$ cat src/rtl/rrp_arbiter_burst_pkg.sv
// Shared types and helpers for the round-robin-with-preemption burst arbiter.
package rrp_arbiter_burst_pkg;

  // Arbiter FSM encoding.
  typedef enum logic {
    ST_IDLE  = 1'b0,
    ST_GRANT = 1'b1
  } state_e;

  // Burst counter is wide enough for the largest supported MAX_BURST (255).
  localparam int unsigned BURST_CNT_W = 8;

  // Width of a channel index; never below one bit.
  function automatic int unsigned idx_width(input int unsigned n_ch);
    return (n_ch > 1) ? $clog2(n_ch) : 1;
  endfunction

endpackage

$ cat src/rtl/rrp_arbiter_burst_rr_select.sv
// Rotating-priority encoder: picks the first candidate strictly after last_i,
// wrapping N_CH-1 -> 0. Candidates are req_i qualified by hold_i, so the same
// block serves the hold-priority path (hold_i = HOLD_REQ, last_i = N_CH-1 gives
// lowest index first) and the plain round-robin path (hold_i = all ones).
module rrp_arbiter_burst_rr_select
  import rrp_arbiter_burst_pkg::*;
#(
  parameter  int unsigned N_CH  = 7,
  localparam int unsigned IDX_W = idx_width(N_CH)
) (
  input  logic [N_CH-1:0]  req_i,
  input  logic [N_CH-1:0]  hold_i,
  input  logic [IDX_W-1:0] last_i,
  output logic [IDX_W-1:0] sel_o,
  output logic             valid_o
);

  logic [N_CH-1:0] cand;

  assign cand = req_i & hold_i;

  // Scan N_CH positions starting one past last_i; the first hit wins.
  always_comb begin
    int unsigned idx;
    sel_o   = '0;
    valid_o = 1'b0;
    idx     = 0;
    for (int unsigned k = 1; k <= N_CH; k++) begin
      idx = (32'(last_i) + k) % N_CH;
      if (!valid_o && cand[IDX_W'(idx)]) begin
        valid_o = 1'b1;
        sel_o   = IDX_W'(idx);
      end
    end
  end

endmodule

$ cat src/rtl/rrp_arbiter_burst.sv
// Merges N_CH FWFT readout FIFOs into one registered word stream with
// round-robin fairness, a per-grant burst limit, sticky hold preemption and
// a per-channel enable mask.
module rrp_arbiter_burst
  import rrp_arbiter_burst_pkg::*;
#(
  parameter  int unsigned N_CH       = 7,
  parameter  int unsigned DATA_WIDTH = 32,
  parameter  int unsigned MAX_BURST  = 16,
  localparam int unsigned IDX_W      = idx_width(N_CH)
) (
  input  logic                       CLK,
  input  logic                       RSTB,
  input  logic [N_CH-1:0]            EN_MASK,
  input  logic [N_CH-1:0]            WRITE_REQ,
  input  logic [N_CH-1:0]            HOLD_REQ,
  input  logic [N_CH*DATA_WIDTH-1:0] DATA_IN,
  output logic [N_CH-1:0]            READ_GRANT,
  input  logic                       READY_OUT,
  output logic                       WRITE_OUT,
  output logic [DATA_WIDTH-1:0]      DATA_OUT,
  output logic [IDX_W-1:0]           GRANT_IDX,
  output logic                       BUSY
);

  localparam logic [BURST_CNT_W-1:0] BURST_MAX = BURST_CNT_W'(MAX_BURST);
  localparam logic [IDX_W-1:0]       LAST_RST  = IDX_W'(N_CH - 1);

  state_e                 state_q, state_d;
  logic [IDX_W-1:0]       grant_q, grant_d;
  logic [IDX_W-1:0]       last_q, last_d;
  logic [BURST_CNT_W-1:0] burst_cnt_q, burst_cnt_d;
  logic                   write_out_q, write_out_d;
  logic [DATA_WIDTH-1:0]  data_out_q, data_out_d;

  logic [N_CH-1:0]        elig;
  logic [N_CH-1:0]        grant_onehot;
  logic [DATA_WIDTH-1:0]  data_arr [N_CH];

  logic [IDX_W-1:0]       hold_idx, rr_idx;
  logic                   hold_valid, rr_valid;

  logic                   g_en, g_wr, g_hold;
  logic                   other_hold;
  logic                   pop_c;
  logic                   release_c;

  assign elig = EN_MASK & WRITE_REQ;

  // Unpack the flat head-word bus into one word per channel.
  for (genvar i = 0; i < int'(N_CH); i++) begin : g_unpack
    assign data_arr[i] = DATA_IN[i*DATA_WIDTH +: DATA_WIDTH];
  end

  // Hold path: fixed start at N_CH-1 so the lowest holding index wins.
  rrp_arbiter_burst_rr_select #(.N_CH(N_CH)) u_hold_sel (
    .req_i   (elig),
    .hold_i  (HOLD_REQ),
    .last_i  (LAST_RST),
    .sel_o   (hold_idx),
    .valid_o (hold_valid)
  );

  // Round-robin path: rotate from the last granted channel.
  rrp_arbiter_burst_rr_select #(.N_CH(N_CH)) u_rr_sel (
    .req_i   (elig),
    .hold_i  ({N_CH{1'b1}}),
    .last_i  (last_q),
    .sel_o   (rr_idx),
    .valid_o (rr_valid)
  );

  // Per-grant status of the currently granted channel.
  always_comb begin
    grant_onehot = '0;
    grant_onehot[grant_q] = 1'b1;
    g_en       = EN_MASK[grant_q];
    g_wr       = WRITE_REQ[grant_q];
    g_hold     = HOLD_REQ[grant_q];
    other_hold = |(elig & HOLD_REQ & ~grant_onehot);
    pop_c      = (state_q == ST_GRANT) && g_en && g_wr && READY_OUT;
    READ_GRANT = pop_c ? grant_onehot : '0;
  end

  // Next-state, selection, burst counting and output-stage inputs.
  always_comb begin
    state_d     = state_q;
    grant_d     = grant_q;
    last_d      = last_q;
    burst_cnt_d = burst_cnt_q;
    release_c   = 1'b0;
    write_out_d = pop_c;
    data_out_d  = data_out_q;

    if (pop_c) begin
      data_out_d = data_arr[grant_q];
    end

    case (state_q)
      ST_IDLE: begin
        if (rr_valid) begin
          state_d     = ST_GRANT;
          grant_d     = hold_valid ? hold_idx : rr_idx;
          last_d      = hold_valid ? hold_idx : rr_idx;
          burst_cnt_d = '0;
        end
      end
      ST_GRANT: begin
        // Counter freezes without a pop and saturates at the limit.
        if (pop_c && (burst_cnt_q < BURST_MAX)) begin
          burst_cnt_d = burst_cnt_q + BURST_CNT_W'(1);
        end
        release_c = !g_en
                 || (!g_wr && !g_hold)
                 || (pop_c && (burst_cnt_d == BURST_MAX) && !g_hold)
                 || (!g_hold && other_hold);
        if (release_c) begin
          state_d = ST_IDLE;
        end
      end
      default: begin
        state_d = ST_IDLE;
      end
    endcase
  end

  // State, grant bookkeeping and registered output stage.
  always_ff @(posedge CLK or negedge RSTB) begin
    if (!RSTB) begin
      state_q     <= ST_IDLE;
      grant_q     <= '0;
      last_q      <= LAST_RST;
      burst_cnt_q <= '0;
      write_out_q <= 1'b0;
      data_out_q  <= '0;
    end else begin
      state_q     <= state_d;
      grant_q     <= grant_d;
      last_q      <= last_d;
      burst_cnt_q <= burst_cnt_d;
      write_out_q <= write_out_d;
      data_out_q  <= data_out_d;
    end
  end

  assign WRITE_OUT = write_out_q;
  assign DATA_OUT  = data_out_q;
  assign GRANT_IDX = grant_q;
  assign BUSY      = (state_q == ST_GRANT);

endmodule

$ cat config.mk
export PLATFORM = sky130hd
export DESIGN_NAME = rrp_arbiter_burst
export DESIGN_NICKNAME = d
export VERILOG_FILES = /design/src/rtl/rrp_arbiter_burst_pkg.sv /design/src/rtl/rrp_arbiter_burst_rr_select.sv /design/src/rtl/rrp_arbiter_burst.sv
export SDC_FILE = /design/constraint.sdc
export NUM_CORES = 1
export LEC_CHECK = 0
export CAP_MARGIN = 20
export CORE_MARGIN = 2
export CORE_UTILIZATION = 44
export CTS_CLUSTER_SIZE = 30
export DETAILED_ROUTE_END_ITERATION = 7
export PLACE_DENSITY = 0.83
export SYNTH_ARGS = -nofsm -noshare
export SYNTH_HDL_FRONTEND = slang
export SYNTH_HIERARCHICAL = 1
export SYNTH_SLANG_ARGS = --single-unit
$ cat constraint.sdc
create_clock -name CLK -period 5.15 [get_ports CLK]
set_input_delay 1.03 -clock CLK [delete_from_list [all_inputs] [get_ports CLK]]
set_output_delay 1.03 -clock CLK [all_outputs]
set_load 0.05 [all_outputs]
==> key figures, run 1 <==
Floorplan
  – Die area: 0.0212 mm²
  – Die width: 146 µm
  – Die H: approximately 150 µm
  – Initial Utilization: 0.451
  – Ports: 292
  – Core area: 0.0196 mm²
  – Site Rows: 51

Setup path
  – Critical Path Start: last_q[1]
  – FF-to-FF End: BUSY
  – CP Data Required Time: 5.32 ns
  – CP max FO: 7
  – Reg2Reg Depth: 19
  – Worst r2r src: last_q[1]
  – Worst setup SP type: register
  – Crit. End Element: register
  – R2R setup slack: 0.33 ns
  – Critical Path AT: between 4 and 5 ns
  – Crit path kind: register to register

Final layout
  – Layout filler cell count: about 1600
  – Final #Nets: 1659
  – Area growth syn-to-layout: 38.8%
  – Most frequent cells in the layout: clkdlybuf4s50_1, nand2_1, o21ai_0, nor2_1, mux2_2
  – Design area: 0.0123 mm²
  – Final Util: 0.627
  – Layout cell share with drive strength beyond 1: 0.127
  – Leading cell type in the layout, fill and taps excluded: clkdlybuf4s50_1

Detailed routing
  – Via count: 10400
  – DRC: 0
  – Post-DRT Antenna Nets: 0
  – First DRT Iteration DRCs: 1027
  – DR vias/cell: around 6.4
  – WL final: 35500 µm
  – DR WL/cell: 21.8 µm
  – Drt pass-1 iters: 6

GRT
  – Antenna violations before repair: 3
  – Global-route wire length before repair: 54900 µm
  – GRT Total Usage: 0.321
  – Overflow after GRT: 0
  – Largest net degree at the start of global routing: 63
  – Vias in the first global route: 9823

Placement
  – Detailed Place HPWL: 28000 µm
  – Post-place instance area: 0.0121 mm²
  – DP Worst Slack: 0.284 ns
  – Gp weighted congestion: 0.988
  – I/O Buffers: 291

Power
  – Leak: 4.80 nW
  – Worst VDD drop: between 0.0003 and 0.0004 V
  – Tot Pwr: 0.00749 W
  – Pwr Density: 610 mW/mm²

Clock network
  – Hold_buf cts: 0
  – Clk buf depth: 2
  – CTS tree: built
  – Clk_lat worst skew: 0.30 ns
  – CTS HTree Levels: 2
  – CTS Sinks: between 40 and 50
  – CTS root buf: clkbuf_16
  – Num CTS Buffers: 5
  – Worst-path clk slew: 0.07 ns

STA
  – Final Hold Fails: 0
  – Min cycle time layout: 4.82 ns
  – Endpoints failing setup: 0
  – Relative slew slack: 0.295
  – Clk_skew: between 0.01 and 0.015 ns
  – Unrepaired setup endpoints after global routing: false
  – Final Slew Violations: 0
  – Final period util: 0.935
  – Worst slew pin tran: 1.05 ns
  – Final WS setup: 0.335 ns
  – Setup_tns: 0 ns
  – Max Clk Rate: 208 MHz

Job
  – Maxcap violations: 0

Logic synthesis
  – Yosys reg bits: 47
  – Ranking of synthesized cells by area: dfrtp_1, ha_1, mux2_2
  – Area leader, netlist: dfrtp_1
  – Top cell type's share of synthesized area: 0.127
  – Post-synthesis sequential area ratio: 0.133
  – Async S/R FF share, synth: 1.00
  – Synth warn: 6
  – Predominant post-synthesis flop cell: dfrtp_1
  – Avg Inst Size Synth: 8.21 µm²
  – Post-synthesis cell count: approximately 1100
  – Number of synthesized flops with an enable pin: 0
  – Mapped cell area: 0.00884 mm²
  – Yosys cell types: approximately 110

Min path
  – Min-delay src: DATA_OUT[4]
  – Hold Path Sink: DATA_OUT[4]
  – Worst Hold Path Cells: 2
  – HP Class: register to register

Outcome
  – Outcome: finished, final reports clean
-- metrics by stage --
stage	hold slack (ns)	cells
floorplan	0.456	1109
global placement	0.466	1618
detailed placement	0.475	1618
CTS	0.492	1626
global route	0.506	1629
finish	0.490	1630
-- flip-flops by register name, indices dropped and copies added, names as in the netlist --
signal       count
WRITE_OUT        1
BUSY             1
burst_cnt_q      8
last_q           2
GRANT_IDX        3
DATA_OUT        32
-- cells in the mapped netlist, types with 6 or more instances --
cell,count
a21oi_1,47
a221o_1,21
a22oi_1,28
dfrtp_1,45
o211ai_1,18
o21a_1,11
o21ai_1,30
ha_1,48
o22ai_1,17
a31oi_1,20
nand2b_1,15
mux2_2,53
or3_1,8
mux2i_1,39
nand3_1,27
xnor2_1,19
mux4_2,25
inv_2,7
inv_1,38
and2_1,28
nand4_1,10
buf_2,20
nor2b_1,21
and3_1,6
o21ai_0,62
nor3_1,20
buf_4,6
clkbuf_1,30
nor2_1,54
a32oi_1,14
a211oi_1,10
a21o_1,13
buf_6,8
nand2_1,84
nor4_1,11
-- worst max-delay path by stage --
stage                end  cells after the start
floorplan           BUSY                     21
CTS                 BUSY                     19
detailed placement  BUSY                     19
global route        BUSY                     19
global placement    BUSY                     19
finish              BUSY                     19
-- area by class of cell --
cell class,count,area [µm²],share of cell area
clock inverters,3,46.3,0.00377
clock buffers,5,125,0.0102
inverters,47,178,0.0145
diodes,1,2.50,0.000204
multi-input cells,945,7250,0.590
well taps,265,332,0.0270
flip-flops and latches,47,1190,0.0967
repair buffers,317,3160,0.257
-- cell families after synthesis --
family,synth area share
xor+xnor,0.0354
flops,0.133
compound gates,0.314
other cells,0.000849
fa+ha+maj,0.0679
simple gates,0.202
buf+inv,0.0620
mux,0.184
-- routing by layer --
| metal | up-vias | track usage | part of all wire |
|---|---|---|---|
| li1 | 4722 | - | - |
| met1 | 4918 | 0.447 | 0.42 |
| met2 | 635 | 0.503 | 0.45 |
| met3 | 74 | 0.0796 | 0.11 |
| met4 | 6 | 0.0735 | 0.022 |
| met5 | - | 0 | 0.00096 |
-- power by group --
part           total (W)  leakage (nW)  switching (W)  internal (W)
combinational    0.00638          4.13        0.00374       0.00264
sequential      0.000723         0.598       0.000184      0.000539
clock           0.000388        0.0804       0.000157      0.000231
-- repair_timing --
item | CTS | global route
resized for setup | 0 | 0
setup buffers | 0 | 3
endpoints found under the setup margin | 0 | 1
-- critical path, stage by stage (launching register included) --
cell and delay, ns:
dfstp_2 0.55, inv_1 0.07, buf_4 0.16, ha_1 0.27
a21oi_1 0.21, inv_1 0.06, ha_1 0.28, mux2_2 0.27
o311ai_1 0.12, a21o_2 0.24, xnor2_1 0.22, mux4_2 0.55
o32a_4 0.35, a311oi_4 0.29, nand4_1 0.20, inv_1 0.15
nor2_1 0.06, a211o_1 0.26, nor4_1 0.29, a211oi_1 0.11
Note: power is estimated with default switching activity, not from simulation.
==> run 2, diff against run 1 <==
--- a/config.mk
+++ b/config.mk
@@ -6,9 +6,7 @@
 export NUM_CORES = 1
 export LEC_CHECK = 0
 export CAP_MARGIN = 20
-export CORE_MARGIN = 2
 export CORE_UTILIZATION = 44
-export CTS_CLUSTER_SIZE = 30
 export DETAILED_ROUTE_END_ITERATION = 7
 export PLACE_DENSITY = 0.83
 export SYNTH_ARGS = -nofsm -noshare
==> run 2 against run 1 <==
Compared with the run above: sequential share of layout area is essentially flat; fmax shrank 0.82%; sequential cell count is the same; total power grew 1.3%; core utilization grew 0.17 points; combinational power grew 2%; cell count grew 0.25%.
==> key figures, run 2 (synthesis results as in run 1) <==
Clock network
  – CTS Sinks: 47 (unchanged)
  – Clk_lat worst skew: 0.30 ns (about the same)
  – CTS tree: built
  – CTS root buf: clkbuf_16
  – Clk buf depth: 2 (unchanged)
  – Num CTS Buffers: 5 (unchanged)
  – Worst-path clk slew: 0.08 ns (about the same)
  – CTS HTree Levels: 2 (unchanged)

GRT
  – Largest net degree at the start of global routing: 97 (+54%)
  – GRT Total Usage: 0.336 (+0.0149)
  – Global-route wire length before repair: 53100 µm (-3.2%)
  – Antenna violations before repair: 13 (+10)
  – Vias in the first global route: 9622 (-2.0%)
  – Overflow after GRT: 0 (unchanged)

Setup path
  – Crit. End Element: register
  – Slowest-stage cell, CP: dfstp_2
  – CP Buf/Inv Count: 2 (-2)
  – R2R setup slack: 0.29 ns (-0.04 ns)
  – CP Depth: 17 (-2)
  – Crit path kind: register to register
  – Worst-path cell chain: ha_1 -> a21oi_1 -> inv_1 -> ha_1 -> mux2_2 -> a21oi_1 -> a21o_2 -> xnor2_1 -> mux4_2 -> o32a_4 -> a311oi_4 -> nand4_1 -> inv_1 -> nor2_1 -> a211o_1 -> nor4_1 -> a211oi_1
  – Reg2Reg Depth: 17 (-2)
  – Max stage delay on crit path: 0.72 ns (+0.17 ns)
  – Delay-heaviest family, CP: compound AO/OA/AOI/OAI gates
  – CP max FO: 11 (+4)
  – Worst setup SP type: register
  – FF-to-FF End: BUSY
  – Worst r2r src: last_q[2]
  – Critical Path AT: 5.03 ns (+0.04 ns)
  – CP Data Required Time: 5.32 ns (about the same)

Placement
  – I/O Buffers: 291 (unchanged)
  – DP Worst Slack: 0.289 ns (+0.00432 ns)
  – Gp weighted congestion: 1.01 (+2.4%)
  – Detailed Place HPWL: 27800 µm (-0.67%)

Detailed routing
  – DR WL/cell: 22.0 µm (+0.90%)
  – Via count: 10300 (-0.88%)
  – Drt pass-1 iters: 5 (-1)
  – DR vias/cell: 6.28 (-1.1%)
  – DRC: 0 (unchanged)
  – First DRT Iteration DRCs: 898 (-13%)
  – WL final: 35900 µm (+1.2%)
  – Post-DRT Antenna Nets: 0 (unchanged)

Floorplan
  – Ports: 292 (unchanged)
  – Die width: 144 µm (-1.4%)
  – Core area: 0.0196 mm² (unchanged)
  – Initial Utilization: 0.451 (unchanged)
  – Site Rows: 51 (unchanged)
  – Die H: 144 µm (-1.4%)
  – Die area: 0.0207 mm² (-2.7%)

Job
  – Maxcap violations: 0 (unchanged)

STA
  – Endpoints failing setup: 0 (unchanged)
  – WHS: 0.490 ns (+0.000112 ns)
  – Setup_tns: 0 ns (unchanged)
  – Final Hold Fails: 0 (unchanged)
  – Min cycle time layout: 4.86 ns (+0.0401 ns)
  – Final period util: 0.943 (+0.00778)
  – Final Slew Violations: 0 (unchanged)
  – Worst slew pin tran: 1.04 ns (-0.0107 ns)
  – Relative slew slack: 0.301 (+0.00608)
  – Max Clk Rate: 206 MHz (-0.82%)
  – Clk_skew: 0.00845 ns (-0.00349 ns)
  – Unrepaired setup endpoints after global routing: false
  – Final WS setup: 0.295 ns (-0.0401 ns)

Final layout
  – Register area: 0.00119 mm² (unchanged)
  – Layout cell share with drive strength beyond 1: 0.128 (+0.00147)
  – Largest register FFs: 32 (unchanged)
  – Layout filler cell count: 1676 (+3.0%)
  – Area growth syn-to-layout: 39.2%
  – Multi-input logic area: 0.00726 mm² (+0.14%)
  – Most frequent cells in the layout: clkdlybuf4s50_1, nand2_1, o21ai_0, nor2_1, mux2_2
  – Final #Nets: 1659 (unchanged)
  – Leading cell type in the layout, fill and taps excluded: clkdlybuf4s50_1

Min path
  – Worst Hold Path Cells: 2 (unchanged)
  – HP Class: register to register
  – Hold Path Sink: DATA_OUT[6]
  – Min-delay src: DATA_OUT[6]

Power
  – Worst VDD drop: 0.000443 V (+12%)
  – Leak: 4.81 nW (+0.22%)
  – Pwr Density: 616 mW/mm² (+1.0%)
  – Tot Pwr: 0.00758 W (+1.3%)

Outcome
  – Outcome: finished, final reports clean
run 2: changes by cell type in the layout (fill, tap and decap cells not counted), sizes merged:
| cell | delta |
|---|---|
| diode | +4 |
run 2: power by group:
group          switching [W]  total, W  leakage, nW  internal [W]
Combinational        0.00383   0.00650         4.14       0.00267
Clock               0.000167  0.000399       0.0805      0.000232
Sequential          0.000145  0.000684        0.598      0.000539
run 2: cell type report:
type,count,share of cell area
diodes,5,0.00102
clock buffers,5,0.0102
clock inverters,3,0.00376
inverters,47,0.0144
multi-input cells,945,0.589
flip-flops and latches,47,0.0965
well taps,265,0.0269
repair buffers,317,0.258
run 2: worst reg2reg max path, stage by stage, from the launching register on:
cell and delay [ns]:
dfstp_2 0.72, ha_1 0.35, a21oi_1 0.12, inv_1 0.09
ha_1 0.23, mux2_2 0.37, a21oi_1 0.20, a21o_2 0.16
xnor2_1 0.17, mux4_2 0.56, o32a_4 0.35, a311oi_4 0.28
nand4_1 0.23, inv_1 0.17, nor2_1 0.07, a211o_1 0.27
nor4_1 0.28, a211oi_1 0.11
run 2: metal layers:
layer / up-vias / global-route usage / routed length, µm / part of all wire
met3: 76 / 0.111 / 4270 / 0.12
li1: 4736 / - / - / -
met5: - / 0.0351 / 199 / 0.0055
met2: 606 / 0.525 / 16300 / 0.45
met4: 18 / 0.0885 / 661 / 0.018
met1: 4828 / 0.439 / 14500 / 0.40
run 2: how the worst max path moves through the flow:
stage | to | slack, ns | from
after global routing | BUSY | 0.02 | last_q[1]
after CTS | BUSY | 0.28 | GRANT_IDX[0]
final | BUSY | 0.29 | last_q[2]
after floorplan | BUSY | 0.02 | GRANT_IDX[0]
after detailed placement | BUSY | 0.29 | GRANT_IDX[0]
after global placement | BUSY | 0.49 | GRANT_IDX[0]
run 2: timing repair:
item	CTS	global route
hold buffers	0	0
buffers inserted	0	3
gates resized for setup	0	2
setup endpoints to repair	0	1
run 2: per-stage QoR:
step | cells | utilization | instance area (µm²)
floorplan | 1109 | - | 8970
global placement | 1618 | 0.617 | 12100
detailed placement | 1618 | 0.617 | 12100
CTS | 1626 | 0.626 | 12300
global route | 1631 | 0.628 | 12300
finish | 1634 | 0.628 | 12300
==> run 3, diff against run 2 <==
--- a/config.mk
+++ b/config.mk
@@ -5,10 +5,11 @@
 export SDC_FILE = /design/constraint.sdc
 export NUM_CORES = 1
 export LEC_CHECK = 0
+export ABC_CLOCK_PERIOD_IN_PS = 4780
 export CAP_MARGIN = 20
-export CORE_UTILIZATION = 44
+export CORE_UTILIZATION = 45
 export DETAILED_ROUTE_END_ITERATION = 7
-export PLACE_DENSITY = 0.83
+export PLACE_DENSITY = 0.82
 export SYNTH_ARGS = -nofsm -noshare
 export SYNTH_HDL_FRONTEND = slang
 export SYNTH_HIERARCHICAL = 1
==> constraint.sdc (replaced) <==
create_clock -name CLK -period 4.78 [get_ports CLK]
set_input_delay 0.956 -clock CLK [delete_from_list [all_inputs] [get_ports CLK]]
set_output_delay 0.956 -clock CLK [all_outputs]
set_load 0.05 [all_outputs]
==> run 3 against run 2 <==
Compared with the run above: clock skew increased by 0.0052 ns; total power up 11%; global-route usage rose by 1.7 points; non-clock buffer count is 19 higher; core utilization rose by 3.2 points; count of clock-buffer cells in the layout stayed put; cell count up 0.73%; critical path type unchanged.
==> key figures, run 3 (synthesis results as in run 1) <==
Power
  – Tot Pwr: 0.00840 W (+11%)
  – Leak: 4.93 nW (+2.3%)
  – Worst VDD drop: 0.000469 V (+5.7%)
  – Pwr Density: 671 mW/mm² (+9.0%)

STA
  – WHS: 0.477 ns (-0.0134 ns)
  – Final period util: 0.953 (+0.0105)
  – Final WS setup: 0.223 ns (-0.0712 ns)
  – Relative slew slack: 0.325 (+0.0241)
  – Clk_skew: 0.0137 ns (+0.00524 ns)
  – Setup_tns: 0 ns (unchanged)
  – Worst slew pin tran: 1.01 ns (-0.0360 ns)
  – Final Hold Fails: 0 (unchanged)
  – Max Clk Rate: 219 MHz (+6.6%)
  – Final Slew Violations: 0 (unchanged)
  – Min cycle time layout: 4.56 ns (-0.299 ns)
  – Endpoints failing setup: 0 (unchanged)

Detailed routing
  – Post-DRT Antenna Nets: 0 (unchanged)
  – DR vias/cell: 6.26 (-0.35%)
  – Drt pass-1 iters: 7 (+2)
  – DRC: 0 (unchanged)
  – DR WL/cell: 22.2 µm (+1.1%)
  – WL final: 36500 µm (+1.8%)
  – Via count: 10300 (+0.38%)
  – First DRT Iteration DRCs: 863 (-3.9%)

Floorplan
  – Site Rows: 50 (-2.0%)
  – Core area: 0.0190 mm² (-3.2%)
  – Ports: 292 (unchanged)
  – Die width: 142 µm (-1.1%)
  – Die area: 0.0202 mm² (-2.2%)
  – Die H: 142 µm (-1.1%)
  – Initial Utilization: 0.467 (+0.0151)

Final layout
  – Most frequent cells in the layout: clkdlybuf4s50_1, nand2_1, o21ai_0, nor2_1, mux2_2
  – Final #Nets: 1678 (+1.1%)
  – Layout cell share with drive strength beyond 1: 0.148 (+0.0192)
  – Design area: 0.0125 mm² (+1.7%)
  – Largest register FFs: 32 (unchanged)
  – Leading cell type in the layout, fill and taps excluded: clkdlybuf4s50_1
  – Layout filler cell count: 1580 (-5.7%)
  – Area growth syn-to-layout: 41.5%

Placement
  – Detailed Place HPWL: 29000 µm (+4.4%)
  – I/O Buffers: 291 (unchanged)
  – Gp weighted congestion: 1.01 (-0.41%)
  – DP Worst Slack: 0.174 ns (-0.114 ns)
  – Post-place instance area: 0.0123 mm² (+1.4%)

Min path
  – HP Class: register to register
  – Worst Hold Path Cells: 1 (-1)
  – Hold Path Sink: DATA_OUT[3]
  – Min-delay src: DATA_OUT[3]

Clock network
  – Worst-path clk slew: 0.07 ns (about the same)
  – Num CTS Buffers: 5 (unchanged)
  – CTS HTree Levels: 2 (unchanged)
  – CTS Sinks: 47 (unchanged)
  – CTS tree: built
  – Hold_buf cts: 0 (unchanged)
  – Clk buf depth: 2 (unchanged)
  – CTS root buf: clkbuf_16
  – Clk_lat worst skew: 0.31 ns (about the same)

Setup path
  – R2R setup slack: 0.22 ns (-0.07 ns)
  – Critical Path AT: 4.74 ns (-0.29 ns)
  – CP Data Required Time: 4.97 ns (-0.35 ns)
  – Crit path kind: register to register
  – Crit. End Element: register
  – Worst setup SP type: register
  – Critical Path Start: last_q[1]
  – Worst r2r src: last_q[1]
  – FF-to-FF End: GRANT_IDX[2]
  – Reg2Reg Depth: 19 (+2)
  – CP max FO: 12 (+1)

Job
  – Maxcap violations: 0 (unchanged)

GRT
  – Global-route wire length before repair: 54600 µm (+2.8%)
  – Antenna violations before repair: 6 (-7)
  – Largest net degree at the start of global routing: 92 (-5.2%)
  – GRT Total Usage: 0.353 (+0.0172)
  – Overflow after GRT: 0 (unchanged)
  – Vias in the first global route: 9635 (+0.14%)

Outcome
  – Outcome: finished, final reports clean
-- run 3: timing repair --
| item | in CTS | in global routing |
|---|---|---|
| setup buffers | 0 | 4 |
| resized for setup | 0 | 11 |
| setup endpoints to repair | 0 | 6 |
-- run 3: how the worst max path moves through the flow --
stage | end | cells after the start
2_1_floorplan | BUSY | 21
3_3_place_gp | GRANT_IDX[2] | 19
3_5_place_dp | BUSY | 19
4_1_cts | BUSY | 19
5_1_grt | GRANT_IDX[2] | 19
6_report | GRANT_IDX[2] | 19
-- run 3: stage by stage --
| stage | utilization | cells |
|---|---|---|
| after floorplan | - | 1109 |
| after global placement | 0.647 | 1631 |
| after detailed placement | 0.647 | 1631 |
| after CTS | 0.656 | 1639 |
| after global routing | 0.660 | 1643 |
| final | 0.660 | 1646 |
-- run 3: layer usage --
layer  part of all wire  global-route usage  wire length (µm)  vias to the layer above
met5            0.00099                   0                36                        -
met4              0.036               0.128              1330                        6
met3               0.13               0.125              4630                       93
met2               0.42               0.512             15400                      573
met1               0.41               0.480             15100                     4864
li1                   -                   -                 -                     4767
-- run 3: where the power goes --
| part | switching [W] | internal (W) |
|---|---|---|
| Clock | 0.000181 | 0.000248 |
| Combinational | 0.00412 | 0.00306 |
| Sequential | 0.000211 | 0.000583 |
-- run 3: area by class of cell --
| type | count | area [µm²] | area share |
|---|---|---|---|
| clock buffer | 5 | 125 | 0.0100 |
| multi-input combinational | 945 | 7310 | 0.584 |
| clock inverter | 3 | 43.8 | 0.00350 |
| tap | 260 | 325 | 0.0260 |
| sequential | 47 | 1190 | 0.0952 |
| inverter | 47 | 181 | 0.0145 |
| timing repair buffer | 336 | 3330 | 0.266 |
| antenna | 3 | 7.51 | 0.000600 |
-- run 3: worst max-delay path, cell delays in order (launching register included) --
cell	delay [ns]
dfstp_2	0.53
buf_4	0.18
ha_1	0.28
xnor2_4	0.18
inv_2	0.06
ha_1	0.20
ha_1	0.27
and3b_1	0.21
a31o_2	0.28
a31oi_2	0.34
mux2i_1	0.15
a2bb2oi_2	0.29
nand3_4	0.12
a311oi_4	0.34
or3b_4	0.43
nor2_1	0.12
o22ai_2	0.07
mux2i_1	0.12
nand2_1	0.13
o21a_1	0.13
